<file path="config.mk">
export PLATFORM = sky130hd
export DESIGN_NAME = mmio_uart_fifo
export DESIGN_NICKNAME = d
export VERILOG_FILES = /design/src/rtl/mmio_pkg.sv /design/src/rtl/sync_fifo.sv /design/src/rtl/mmio_uart_fifo.sv
export SDC_FILE = /design/constraint.sdc
export NUM_CORES = 1
export LEC_CHECK = 0
export CORE_ASPECT_RATIO = 1.25
export CORE_MARGIN = 2
export CORE_UTILIZATION = 32
export CTS_BUF_LIST = sky130_fd_sc_hd__clkbuf_8
export CTS_CLUSTER_DIAMETER = 60
export DETAILED_ROUTE_END_ITERATION = 10
export GPL_ROUTABILITY_DRIVEN = 1
export PLACE_DENSITY = 0.52
export SYNTH_ARGS = -nofsm -noshare
export SYNTH_HDL_FRONTEND = slang
export SYNTH_HIERARCHICAL = 1
export SYNTH_SLANG_ARGS = --single-unit
</file>
<file path="constraint.sdc">
create_clock -name clk -period 4.2 [get_ports clk]
set_clock_uncertainty 0.1 [all_clocks]
set_input_delay 0.84 -clock clk [delete_from_list [all_inputs] [get_ports clk]]
set_output_delay 0.84 -clock clk [all_outputs]
set_load 0.01 [all_outputs]
</file>
<file path="src/rtl/mmio_pkg.sv">
// Register offsets and STATUS bit positions for the MMIO UART/counter block.
package mmio_pkg;

    localparam logic [7:0] MMIO_STATUS  = 8'h00;
    localparam logic [7:0] MMIO_RX_DATA = 8'h04;
    localparam logic [7:0] MMIO_TX_DATA = 8'h08;
    localparam logic [7:0] MMIO_CYCLE   = 8'h10;
    localparam logic [7:0] MMIO_INSTRET = 8'h14;
    localparam logic [7:0] MMIO_CNT_CLR = 8'h18;

    localparam int STAT_TX_NFULL   = 0;
    localparam int STAT_RX_NEMPTY  = 1;
    localparam int STAT_RX_LVL_LSB = 8;
    localparam int STAT_TX_LVL_LSB = 16;

endpackage

</file>
<file path="src/rtl/sync_fifo.sv">
// First-word fall-through synchronous FIFO with an occupancy count.
// A push into a full FIFO is dropped even when a pop happens in the same cycle.
module sync_fifo #(
    parameter int WIDTH = 8,
    parameter int DEPTH = 8
) (
    input  logic                     clk,
    input  logic                     rst,
    input  logic                     push,
    input  logic [WIDTH-1:0]         wdata,
    input  logic                     pop,
    output logic                     full,
    output logic                     empty,
    output logic [$clog2(DEPTH):0]   count,
    output logic [WIDTH-1:0]         head
);

    localparam int AW = $clog2(DEPTH);
    localparam int CW = AW + 1;

    logic [WIDTH-1:0] mem [DEPTH];
    logic [AW-1:0]    wr_ptr;
    logic [AW-1:0]    rd_ptr;
    logic             do_push;
    logic             do_pop;

    assign full    = (count == CW'(DEPTH));
    assign empty   = (count == '0);
    assign do_push = push && !full;
    assign do_pop  = pop && !empty;
    assign head    = mem[rd_ptr];

    always_ff @(posedge clk) begin
        if (rst) begin
            wr_ptr <= '0;
            rd_ptr <= '0;
            count  <= '0;
        end else begin
            if (do_push) wr_ptr <= wr_ptr + AW'(1);
            if (do_pop)  rd_ptr <= rd_ptr + AW'(1);
            if (do_push && !do_pop)      count <= count + CW'(1);
            else if (do_pop && !do_push) count <= count - CW'(1);
        end
    end

    // Storage carries data only, so it is left out of reset.
    always_ff @(posedge clk) begin
        if (do_push) mem[wr_ptr] <= wdata;
    end

endmodule

</file>
<file path="src/rtl/mmio_uart_fifo.sv">
// MMIO controller: UART RX/TX byte FIFOs plus cycle and retired-instruction counters.
// Define MMIO_FIFO_LEVEL_EN to report FIFO occupancies in STATUS[23:8].
module mmio_uart_fifo
    import mmio_pkg::*;
#(
    parameter int RX_DEPTH  = 8,
    parameter int TX_DEPTH  = 8,
    parameter int CNT_WIDTH = 32
) (
    input  logic        clk,
    input  logic        rst,
    input  logic [7:0]  addr,
    input  logic        rd_en,
    input  logic        wr_en,
    input  logic [31:0] wdata,
    output logic [31:0] rdata,
    input  logic        inst_retire,
    output logic [7:0]  uart_tx_data,
    output logic        uart_tx_valid,
    input  logic        uart_tx_ready,
    input  logic [7:0]  uart_rx_data,
    input  logic        uart_rx_valid,
    output logic        uart_rx_ready
);

    logic                      rx_full;
    logic                      rx_empty;
    logic [$clog2(RX_DEPTH):0] rx_count;
    logic [7:0]                rx_head;
    logic                      tx_full;
    logic                      tx_empty;
    logic [$clog2(TX_DEPTH):0] tx_count;

    logic                 rd_act;
    logic                 rx_pop;
    logic                 tx_push;
    logic                 cnt_clr;
    logic [CNT_WIDTH-1:0] cycle_cnt;
    logic [CNT_WIDTH-1:0] instret_cnt;
    logic [31:0]          status;
    logic [31:0]          rd_mux;

    // A simultaneous store wins, so the load has no side effect that cycle.
    assign rd_act  = rd_en && !wr_en;
    assign rx_pop  = rd_act && (addr == MMIO_RX_DATA);
    assign tx_push = wr_en && (addr == MMIO_TX_DATA);
    assign cnt_clr = wr_en && (addr == MMIO_CNT_CLR);

    assign uart_rx_ready = !rx_full;
    assign uart_tx_valid = !tx_empty;

    sync_fifo #(.WIDTH(8), .DEPTH(RX_DEPTH)) u_rx_fifo (
        .clk   (clk),
        .rst   (rst),
        .push  (uart_rx_valid && uart_rx_ready),
        .wdata (uart_rx_data),
        .pop   (rx_pop),
        .full  (rx_full),
        .empty (rx_empty),
        .count (rx_count),
        .head  (rx_head)
    );

    sync_fifo #(.WIDTH(8), .DEPTH(TX_DEPTH)) u_tx_fifo (
        .clk   (clk),
        .rst   (rst),
        .push  (tx_push),
        .wdata (wdata[7:0]),
        .pop   (uart_tx_valid && uart_tx_ready),
        .full  (tx_full),
        .empty (tx_empty),
        .count (tx_count),
        .head  (uart_tx_data)
    );

    always_comb begin
        status = '0;
        status[STAT_TX_NFULL]  = !tx_full;
        status[STAT_RX_NEMPTY] = !rx_empty;
`ifdef MMIO_FIFO_LEVEL_EN
        status[STAT_RX_LVL_LSB +: 8] = 8'(rx_count);
        status[STAT_TX_LVL_LSB +: 8] = 8'(tx_count);
`endif
    end

`ifdef MMIO_FIFO_LEVEL_EN
    logic unused_bits;
    assign unused_bits = ^wdata[31:8];
`else
    logic unused_bits;
    assign unused_bits = ^{wdata[31:8], rx_count, tx_count};
`endif

    always_comb begin
        rd_mux = '0;
        case (addr)
            MMIO_STATUS:  rd_mux = status;
            MMIO_RX_DATA: rd_mux = rx_empty ? 32'd0 : {24'd0, rx_head};
            MMIO_CYCLE:   rd_mux = 32'(cycle_cnt);
            MMIO_INSTRET: rd_mux = 32'(instret_cnt);
            default:      rd_mux = '0;
        endcase
    end

    // Registered read port: one-cycle latency matching the dmem path.
    always_ff @(posedge clk) begin
        if (rst) begin
            rdata <= '0;
        end else if (rd_act) begin
            rdata <= rd_mux;
        end
    end

    always_ff @(posedge clk) begin
        if (rst || cnt_clr) begin
            cycle_cnt   <= '0;
            instret_cnt <= '0;
        end else begin
            cycle_cnt <= cycle_cnt + CNT_WIDTH'(1);
            if (inst_retire) instret_cnt <= instret_cnt + CNT_WIDTH'(1);
        end
    end

endmodule

</file>
# Word level (Yosys, flattened, before mapping)
# Memories as Yosys holds them, arrays and structs flattened. A register that Yosys moved wholly into a read port is not among the register bits.
# Cells that the tools add are included.
[word_totals]
ff_bits = 116
ram_bits = 128
inputBits = 55
output_inout_bits = 42
elab_cells = 71
mem_count = 2
[classes]
addsub = 10
n_eq_ne = 7
n_mux = 14
n_reduce_logical = 29
[memory_table]
columns = ["memory", "words", "word_bits", "rd", "rd_ports_with_merged_regs", "wr", "line_no", "text"]
rows = [
  ["u_rx_fifo.mem", 8, 8, 1, 1, 1, "sync_fifo.sv:21", "logic [WIDTH-1:0] mem [DEPTH];"],
  ["u_tx_fifo.mem", 8, 8, 1, 1, 1, "sync_fifo.sv:21", ""],
]
[op_table]
columns = ["op", "count"]
rows = [
  ["$pmux 32 s4", 1],
  ["$add 32x1->32 const B", 2],
  ["$eq 8x5->1 const B", 3],
  ["$mux 4", 4],
  ["$logic_and 1x1->1", 14],
  ["$add 3x1->3 const B", 4],
  ["$mux 3", 4],
  ["$logic_not 1->1", 9],
  ["$add 4x1->4 const B", 2],
  ["$eq 4x4->1 const B", 2],
  ["$eq 8x3->1 const B", 1],
  ["$eq 8x4->1 const B", 1],
  ["$logic_not 4->1", 2],
  ["$logic_not 8->1", 1],
  ["$mux 8", 1],
  ["$sub 4x1->4 const B", 2],
  ["$mux 1", 4],
  ["$reduce_bool 2->1", 2],
  ["$logic_or 1x1->1", 1],
]

# Longest topological paths before layout
[logic_depth]
word_depth = 8
mapped_depth = 13
mapped_depth_nobuf = 12

# Cells and area by module
# Netlist, hierarchy kept.
[by_module_without_submodules]
columns = ["mod", "instances", "cells_each", "area_each_um2", "seq_area_each_um2"]
rows = [
  ["mmio_uart_fifo", 1, 529, 4648.2, 1921.8],
  ["sync_fifo (u_tx_fifo)", 1, 166, 3067.9, 2182.1],
  ["sync_fifo (u_rx_fifo)", 1, 166, 3066.7, 2182.1],
]

# Least setup slack after synthesis
# Ideal clock, no wire load.
[synth_timing]
path_type = "input -> register"
start = "in addr[3]"
end = "reg u_rx_fifo.count[3]"
setup_ps = 121
arrival_ps = 3042
required_time_ps = 3979
path_slack_ps = 938
path_stages = 11
n_path_buf = 0
cell_sequence = "nor4_1 -> nand2_1 -> nor3_1 -> o41ai_2 -> ha_1 -> inv_1 -> ha_1 -> a21oi_1 -> a211oi_1 -> a31oi_1 -> mux2_2"
[synth_via]
elab_chain_len = 6
word_cells_on_any_way = 8
cone_classes = "eq/ne: 1; mux: 1; reduce/logical: 6"
[synth_rtl]
columns = ["element", "line_no", "text"]
rows = [
  ["start, declared", "mmio_uart_fifo.sv:12", "input logic [7:0] addr,"],
  ["$eq 8x3->1 (*)", "mmio_uart_fifo.sv:45", "assign rx_pop = rd_act && (addr == MMIO_RX_DATA);"],
  ["$logic_and 1x1->1 (*)", "mmio_uart_fifo.sv:45", ""],
  ["net rx_pop", "mmio_uart_fifo.sv:35", "logic rx_pop;"],
  ["$logic_and 1x1->1 (*)", "sync_fifo.sv:30", "assign do_pop = pop && !empty;"],
  ["$logic_not 1->1", "sync_fifo.sv:41", "if (do_push && !do_pop) count <= count + CW'(1);"],
  ["$logic_and 1x1->1", "sync_fifo.sv:41", ""],
  ["$mux 4 / $reduce_bool 2->1 (equally long branches)", "-", ""],
  ["end signal, assigned", "sync_fifo.sv:41", ""],
  ["end signal, assigned", "sync_fifo.sv:42", "else if (do_pop && !do_push) count <= count - CW'(1);"],
  ["end, declared", "sync_fifo.sv:14", "output logic [$clog2(DEPTH):0] count,"],
]
# Mark *: on every way through the listed nets, which the timed path passes. The rest lies on a longest branch.
# A chain may end at the register's enable or synchronous reset.

==> key figures <==
Layout
  • Layout overhead on the synthesized area: 19.4%
  • Post-Layout Cell Count: ~1400
  • Most common cell after layout, fill and taps aside: edfxtp_1
  • Inserted Diodes: 0
  • Layout cells sized above 1: 0.183
  • Final core occ: 0.385
  • Commonest non-fill, non-tap cells in the layout: 128 x edfxtp_1, 122 x dfxtp_1, 91 x nor2_1, 70 x clkdlybuf4s50_1, 46 x clkbuf_8
  • Final nets: between 1000 and 1500
  • Fillers: approximately 3200

Yosys
  • Ys async rst share: 0
  • Synth Net Count: 930
  • Synth top area cells: edfxtp_1 36%, dfxtp_1 23%, mux4_2 6.7%, mux2_2 4.6%, nor2_1 3.2%
  • Synth area leader: edfxtp_1
  • Syn Inst Count: 861
  • Mean Syn Cell Area: 12.5 um^2
  • Ys Warns: 6
  • Post-synthesis sequential area ratio: 0.583
  • Mapped cell area: 10800 um^2
  • Library cells used by synthesis: 50
  • Synth Register Bits: 250
  • Post-synth EDFFs: 128
  • Ys flop type: edfxtp_1
  • Share of the synthesized area in the top cell type: 0.356

Detailed routing
  • Via count: around 7000
  • Avg WL per Cell: 17.1 um
  • DRC violations left: 0
  • Routed Antenna Nets: 0
  • Routed vias/inst: 4.99
  • First drt pass iteration count: 6
  • Initial drt markers: around 360
  • Total Wirelength: 24.0 mm

Place
  • Detail Placement HPWL: 16.0 mm
  • IO Port Bufs: 72
  • Placer Congestion: ~0.74
  • Inst Count DP: about 1300

Worst setup path
  • Top delay family on crit path: flip-flops
  • Slowest stage delay, CP: 0.84 ns
  • Crit path cell chain: mux4_2, mux2_2, clkdlybuf4s50_1
  • Critical Path RT: around 3.3 ns
  • R2r setup slk: between 1 and 1.5 ns
  • CP bufs+invs: 1
  • CP max FO: 16
  • Crit-path slowest cell: dfxtp_1
  • Data arrival time of the worst path: 2.59 ns
  • Worst setup SP type: flip-flop
  • Setup CP Type: reg -> out
  • Worst r2r src: u_rx_fifo/count[0]
  • Crit end category: output port

Min path
  • Min-delay src: rdata[1]
  • Type of the worst min-delay path: reg -> reg

Run
  • Maxcap violations: 0

Timing
  • FMAX: roughly 280 MHz
  • Fin crit share: 0.840
  • Fin. Hold Viols: 0
  • Worst-Margin Slew: 0.808 ns
  • Max-slew headroom: 0.461
  • Unrepaired setup endpoints after global routing: false
  • Final min period: 3.53 ns
  • TNS Setup: 0 ns
  • Setup violators final: 0
  • Final Max Slew Viols: 0

Floorplan
  • Io pins: 97
  • Std cell rows: 75
  • Die Ht: 209 um
  • Core area: 33400 um^2
  • Die Area: 35200 um^2
  • Die Wd: 168 um
  • Starting Density: 0.323

Outcome
  • Outcome: completed

Global route
  • First-pass GRT wire length: 38.4 mm
  • Antenna violations before repair: 1
  • Largest net degree at the start of global routing: 50
  • Remaining Overflow, GRT: 0
  • Tot GR Track Use: 0.139
  • Vias in the first global route: 7067

Power and ir drop
  • Pwr dens: 408 nW/um^2
  • Max VDD drop: 0.229 mV
  • Switching share of power: 0.229
  • Total power: 5.26 mW
  • Seq pwr share: 0.510
  • Clock power frac: 0.421
  • Psw: 1.20 mW
  • Int Pwr: 4.05 mW
  • Logic pwr share: 0.069
  • Leakage: 4.35 nW

Clock network
  • Hold bufs inserted after CTS: 0
  • CTS Sinks: 250
  • PostCTS Resize Cnt: 0
  • Clock Latency Late Sink: 0.55 ns
  • Clock tree from TritonCTS: built
  • Clk root buf: clkbuf_8
  • Postcts setup bufs: 0
  • Clk slew on worst S/H paths: 0.06 ns
  • CTS max path bufs: 3
  • H-tree Lvls: 2
  • Num CTS Buffers: 41
-- logic make-up after synthesis --
kind of cell	share of synthesized area
buf+inv	0.0268
fa+ha+maj	0.0176
compound gates	0.0665
xor+xnor	0.0268
flops	0.583
simple gates	0.145
mux	0.134
-- area by class of cell --
type	instances	area [um^2]	area share
clock buffer	46	633	0.0492
clock inverter	26	220	0.0171
inverter	15	56.3	0.00437
multi-input combinational	544	4210	0.327
sequential	250	6290	0.488
tap	423	529	0.0411
timing repair buffer	102	936	0.0727
-- flip-flops by register name, summed over array words and instances (netlist names), named ones only --
name              count
u_rx_fifo/count       4
instret_cnt          32
u_tx_fifo/mem        64
u_tx_fifo/wr_ptr      3
cycle_cnt            32
u_rx_fifo/rd_ptr      3
u_rx_fifo/wr_ptr      3
rdata                32
u_tx_fifo/rd_ptr      3
u_tx_fifo/count       4
u_rx_fifo/mem        64
-- worst reg2reg max path, delay by kind of cell (launching register included) --
kind                       cells  cell delay (ns)
AOI/OAI and AO/OA              3             0.48
adders and majority gates      2             0.53
buffers and inverters          2             0.22
DFF                            1             0.38
muxes                          1             0.35
and+or+nand+nor                3             0.88
-- stage by stage --
stage / hold slack (ns) / setup WS, ns / area (um^2)
after floorplan: 0.335 / 0.938 / 10800
after global placement: 0.342 / 0.144 / 12000
after detailed placement: 0.349 / 0.223 / 12000
after CTS: 0.361 / 0.597 / 12900
after global routing: 0.378 / 0.547 / 12900
final: 0.361 / 0.671 / 12900
-- routing by layer --
layer  share of wire  track usage
met5         0.00033            0
met4           0.023       0.0473
met3           0.049       0.0314
met2            0.48        0.231
met1            0.45        0.179
-- synthesized netlist by cell type (all sizes together) (3+ instances only) --
cell / instances
nand2b: 21
buf: 18
nand4: 23
xnor2: 13
o31ai: 15
o21ai: 13
nor4: 8
and4: 14
nand3: 32
nor2: 91
a31oi: 3
xor2: 20
nor2b: 5
or3: 9
and2: 7
nor3: 14
or4: 17
mux2: 44
edfxtp: 128
mux4: 32
ha: 12
inv: 15
clkbuf: 34
dfxtp: 122
a22oi: 29
nand2: 40
and3: 5
mux2i: 23
a21oi: 32
o2bb2ai: 5
-- worst paths after layout --
path,end,depth (start not counted)
setup / recovery,uart_tx_data[3],3
setup reg to reg,u_rx_fifo/count[3],11
hold reg to reg,rdata[1],2
hold / removal,rdata[1],2
-- power by group through the flow --
| stage | registers, mW | clock network [mW] | logic (mW) |
|---|---|---|---|
| after floorplan | 2.72 | 0 | 0.243 |
| after global placement | 2.73 | 0 | 0.362 |
| after detailed placement | 2.73 | 0 | 0.368 |
| after CTS | 2.68 | 2.29 | 0.369 |
| after global routing | 2.69 | 2.39 | 0.407 |
| final | 2.68 | 2.21 | 0.363 |
No activity file was read; power rests on OpenSTA's default activity.
